## config.mk

```make
export PLATFORM = sky130hd
export DESIGN_NAME = pipeline_ctrl
export DESIGN_NICKNAME = d
export VERILOG_FILES = /design/src/rtl/pipeline_ctrl.sv
export SDC_FILE = /design/constraint.sdc
export NUM_CORES = 1
export LEC_CHECK = 0
export BUFFER_PORTS_ARGS = -buffer_cell sky130_fd_sc_hd__clkbuf_2
export CORE_MARGIN = 4
export CORE_UTILIZATION = 41
export CTS_CLUSTER_DIAMETER = 30
export DETAILED_ROUTE_END_ITERATION = 16
export PLACE_DENSITY_LB_ADDON = 0.15
export REMOVE_ABC_BUFFERS = 1
export SLEW_MARGIN = 20
export SYNTH_ARGS = -nofsm -noshare
export SYNTH_HDL_FRONTEND = slang
export SYNTH_SLANG_ARGS = --single-unit
export TNS_END_PERCENT = 20
```

## constraint.sdc

```tcl
create_clock -name clk -period 1.78 [get_ports clk]
set_input_delay 0.089 -clock clk [delete_from_list [all_inputs] [get_ports clk]]
set_output_delay 0.089 -clock clk [all_outputs]
set_load 0.03 [all_outputs]
```

## src/rtl/pipeline_ctrl.sv

```systemverilog
// pipeline_ctrl: hazard, stall, flush and forwarding control for a 5-stage pipeline.
// Define FORWARDING_EN to enable EX/MEM and MEM/WB bypass; otherwise any EX/MEM RAW stalls.
module pipeline_ctrl (
    input  logic       clk,
    input  logic       rst,
    input  logic       id_valid,
    input  logic [4:0] id_src1,
    input  logic [4:0] id_src2,
    input  logic [4:0] id_dest,
    input  logic       id_uses_src2,
    input  logic       id_writes_dest,
    input  logic       id_is_load,
    input  logic       ex_branch_taken,
    input  logic       mem_busy,
    output logic       stall_if,
    output logic       stall_id,
    output logic       flush_if,
    output logic       flush_id,
    output logic [1:0] fwd_a,
    output logic [1:0] fwd_b,
    output logic [1:0] state
);
    typedef enum logic [1:0] {RUN = 2'b00, LDSTALL = 2'b01, FLUSH = 2'b10, MEMWAIT = 2'b11} state_t;
    typedef struct packed {
        logic       valid;
        logic [4:0] dest;
        logic       writes;
        logic       is_load;
    } slot_t;
    state_t     r_state;
    slot_t      r_ex, r_mem, r_wb;
    logic [4:0] r_ex_src1, r_ex_src2;
    logic       r_ex_uses2;
    logic       w_br, w_ldu, w_id_hit_ex;
    logic       w_unused;
    function automatic logic hit(input slot_t s, input logic [4:0] r);
        return s.valid && s.writes && s.dest != 5'd0 && s.dest == r;
    endfunction
    assign w_id_hit_ex = id_valid && (hit(r_ex, id_src1) || (id_uses_src2 && hit(r_ex, id_src2)));
    assign w_br = ex_branch_taken && r_ex.valid;
`ifdef FORWARDING_EN
    // Loads cannot bypass from EX/MEM, so they are excluded from the nearer source.
    function automatic logic [1:0] sel(input slot_t m, input slot_t w, input logic [4:0] r);
        return (hit(m, r) && !m.is_load) ? 2'b01 : hit(w, r) ? 2'b10 : 2'b00;
    endfunction
    assign w_ldu = w_id_hit_ex && r_ex.is_load;
    assign fwd_a = (rst || !r_ex.valid) ? 2'b00 : sel(r_mem, r_wb, r_ex_src1);
    assign fwd_b = (rst || !r_ex.valid || !r_ex_uses2) ? 2'b00 : sel(r_mem, r_wb, r_ex_src2);
    assign w_unused = r_wb.is_load;
`else
    // Register file writes before reads, so only EX and MEM writers can stall.
    logic w_id_hit_mem;
    assign w_id_hit_mem = id_valid && (hit(r_mem, id_src1) || (id_uses_src2 && hit(r_mem, id_src2)));
    assign w_ldu = w_id_hit_ex || w_id_hit_mem;
    assign fwd_a = 2'b00;
    assign fwd_b = 2'b00;
    assign w_unused = ^{r_ex.is_load, r_mem.is_load, r_wb, r_ex_src1, r_ex_src2, r_ex_uses2};
`endif
    assign stall_if = !rst && (mem_busy || (!w_br && w_ldu));
    assign stall_id = stall_if;
    assign flush_if = !rst && !mem_busy && w_br;
    assign flush_id = flush_if;
    assign state = r_state;
    always_ff @(posedge clk) begin
        if (rst) begin
            r_state    <= RUN;
            r_ex       <= '0;
            r_mem      <= '0;
            r_wb       <= '0;
            r_ex_src1  <= '0;
            r_ex_src2  <= '0;
            r_ex_uses2 <= 1'b0;
        end else if (mem_busy) begin
            r_state <= MEMWAIT;
        end else begin
            r_mem <= r_ex;
            r_wb  <= r_mem;
            if (w_br || w_ldu) begin
                r_ex.valid <= 1'b0;
                r_state    <= w_br ? FLUSH : LDSTALL;
            end else begin
                r_ex       <= '{id_valid, id_dest, id_writes_dest, id_is_load};
                r_ex_src1  <= id_src1;
                r_ex_src2  <= id_src2;
                r_ex_uses2 <= id_uses_src2;
                r_state    <= RUN;
            end
        end
    end
endmodule

```

==> out/qor.yml <==
worstSetupStartpointType: "flip-flop"
fin_crit_sh_pct: 99.3
start_util_pct: 45.1
required_ns: 1.69
yosysTopAreaCell: "dfxtp_1"
synth_top_cell_area_share_pct: 34.8
grt_usage_pct: 15.2
hold_depth: 3
final-setup-viol-count: 0
core_um2: 2040
routed_via_density: 5.07
cts_buffers: 3
area_growth_pct: 50.8
first_global_vias: 826
synthTopCellsByArea: "dfxtp_1 35%, xnor2_1 19%, mux2i_1 14%"
worstPathMaxFanout: 3
power.leakage_nw: 0.583
overflow: 0
endpoint_kind: "output port"
cts.path.max_buffers: 2
syn-cell-area_um2: 921
nNetsFinal: 157
drc: 0
drtIter0Drc: 16
grt_pass1_wl_mm: 3.73
status: "completed"
wl_per_cell_um: 14.5
hold_path_class: "primary input to flip-flop"
slew_viol_final: 0
wl_mm: 2.30
clkTransAtPathRegs_ns: 0.09
fmax_mhz: 566
max-vdd-ir-drop_uv: 461
h-tree-depth: 1
ys_seq_elements: 16
die_area_um2: 3070
firstDrtPassIters: 3
postRouteAntennaNets: 0
rsz0062_at_grt: "yes"
netlist_instances: 101
fin_skew_ns: 0.00467
critPathArrivalTime_ns: 1.68
grt_max_degree: 19
post-route-util_pct: 68.0
io_buffer_count: 27
gp_congestion: 0.724
rows: 16
yosysWarnings: 0
die-width_um: 55.4
antennaDiodeCount: 0
cts-root-buf: "clkbuf_4"
antenna_found_initial: 0
dp_hpwl_mm: 1.53
ios: 33
p_per_area_nw_per_um2: 605
cts_tree: "built"
synth_cell_types: 22
drive_gt1_share_pct: 54.5
crit_type: "flip-flop to output port"
placed_area_um2: 1070
period_needed_ns: 1.77
die_h_um: 55.4
syn_area_per_cell_um2: 9.12
clk_latency_ns: 0.27
drv_cap: 0
finish.instance_area_um2: 1390
vias: 806
cts.sink_count: 16
synth-seq-area-share_pct: 34.8
hold_viol_final: 0
ff2ff_path_depth: 8
[Yosys cell counts]
cell / count
conb_1: 1
mux2i_1: 13
o22ai_1: 1
nand4_1: 1
xnor2_1: 20
dfxtp_1: 16
nor2b_1: 1
a221oi_4: 1
a22oi_1: 1
nand4_2: 1
nand3_1: 4
buf_1: 1
a21oi_1: 3
nand2_1: 5
nor4bb_1: 1
clkbuf_1: 2
nor2_1: 18
buf_4: 6
a22o_2: 1
nand2b_1: 1
nor3_1: 2
o22ai_2: 1
[layout by cell type, fill, tap and decap left out]
cell type and count:
dfxtp_4 5, nand3_1 3, nor3_2 1, a21oi_4 2, nand4_4 1, nor3_4 1, dfxtp_1 6, conb_1 4
buf_4 6, a221oi_4 1, xnor2_4 3, buf_8 2, nand2b_1 1, nor2_1 16, nand4_1 1, clkbuf_2 25
buf_12 1, nor2_4 2, a22o_4 1, nand3_2 1, o22ai_2 1, xnor2_2 8, nor4bb_1 1, o22ai_4 1
a22oi_1 1, nand2_1 4, nor2b_1 1, nand2_2 1, clkbuf_4 3, xnor2_1 9, dfxtp_2 5, mux2i_1 13
a21oi_2 1
[final timing paths]
kind | startpoint | to | slack (ns)
max | r_ex[4] | stall_if | 0.01
min | id_writes_dest | r_ex[1] | 0.05
max reg2reg | r_ex[6] | r_ex[4] | 0.05
min reg2reg | r_mem[7] | r_mem[7] | 0.50
[flip-flops by register name, summed over array words and instances (netlist names)]
signal and count:
r_ex 7, state 2, r_mem 7
[metal layers]
metal | up-vias | global-route usage [%] | wire (µm)
li1 | 397 | - | -
met1 | 374 | 18.0 | 928
met2 | 29 | 26.4 | 1200
met3 | 6 | 4.20 | 136
met4 | 0 | 4.86 | 37
met5 | - | 0 | 0
[critical path, cell delays in order, from the launching register on]
cell	delay [ns]
dfxtp_4	0.38
buf_4	0.16
nor2_4	0.12
a21oi_4	0.08
a22o_4	0.27
a21oi_4	0.19
nor2_4	0.06
buf_8	0.15
[final cells by class]
class                   count  area (µm²)
fillers                   164         653
clock buffers               3        22.5
multi-input cells          79         767
well taps                  27        33.8
repair buffers             34         220
flip-flops and latches     16         345
[stage by stage]
stage	TNS [ns]	worst slack [ns]	hold WS [ns]	instances	total power, W
floorplan	-1.21	-0.430	0.161	95	0.000513
global placement	0	0.111	0.325	151	0.000579
detailed placement	0	0.0884	0.331	151	0.000584
CTS	0	0.0246	0.0477	159	0.000799
global route	-0.255	-0.0649	0.0454	159	0.000887
finish	0	0.0129	0.0485	159	0.000840
[cells by family (layout without fill, tap and decap cells)]
kind of cell           after synthesis  after routing  share of synthesized area, %
AO/OA/AOI/OAI                        8              8                          8.42
XOR/XNOR                            20             20                          19.0
buffers and inverters                9             37                          6.11
flip-flops                          16             16                          34.8
multiplexers                        13             13                          14.1
other                                1              4                         0.407
AND/OR/NAND/NOR                     34             34                          17.1
[where the power goes]
| part | internal (W) | switching [W] | total [W] |
|---|---|---|---|
| combinational | 0.000130 | 0.000124 | 0.000254 |
| clock | 0.0000782 | 0.000102 | 0.000180 |
| sequential | 0.000375 | 0.0000316 | 0.000406 |
| total | 0.000583 | 0.000257 | 0.000840 |
[repair_timing]
| action | in CTS | in global routing |
|---|---|---|
| pin swaps | 11 | 8 |
| buffers inserted | 5 | 0 |
| hold buffers | 0 | 0 |
| setup endpoints to repair | 2 | 7 |
| gates cloned | 0 | 0 |
| gates resized for setup | 30 | 23 |
(Power assumes the default switching activity.)
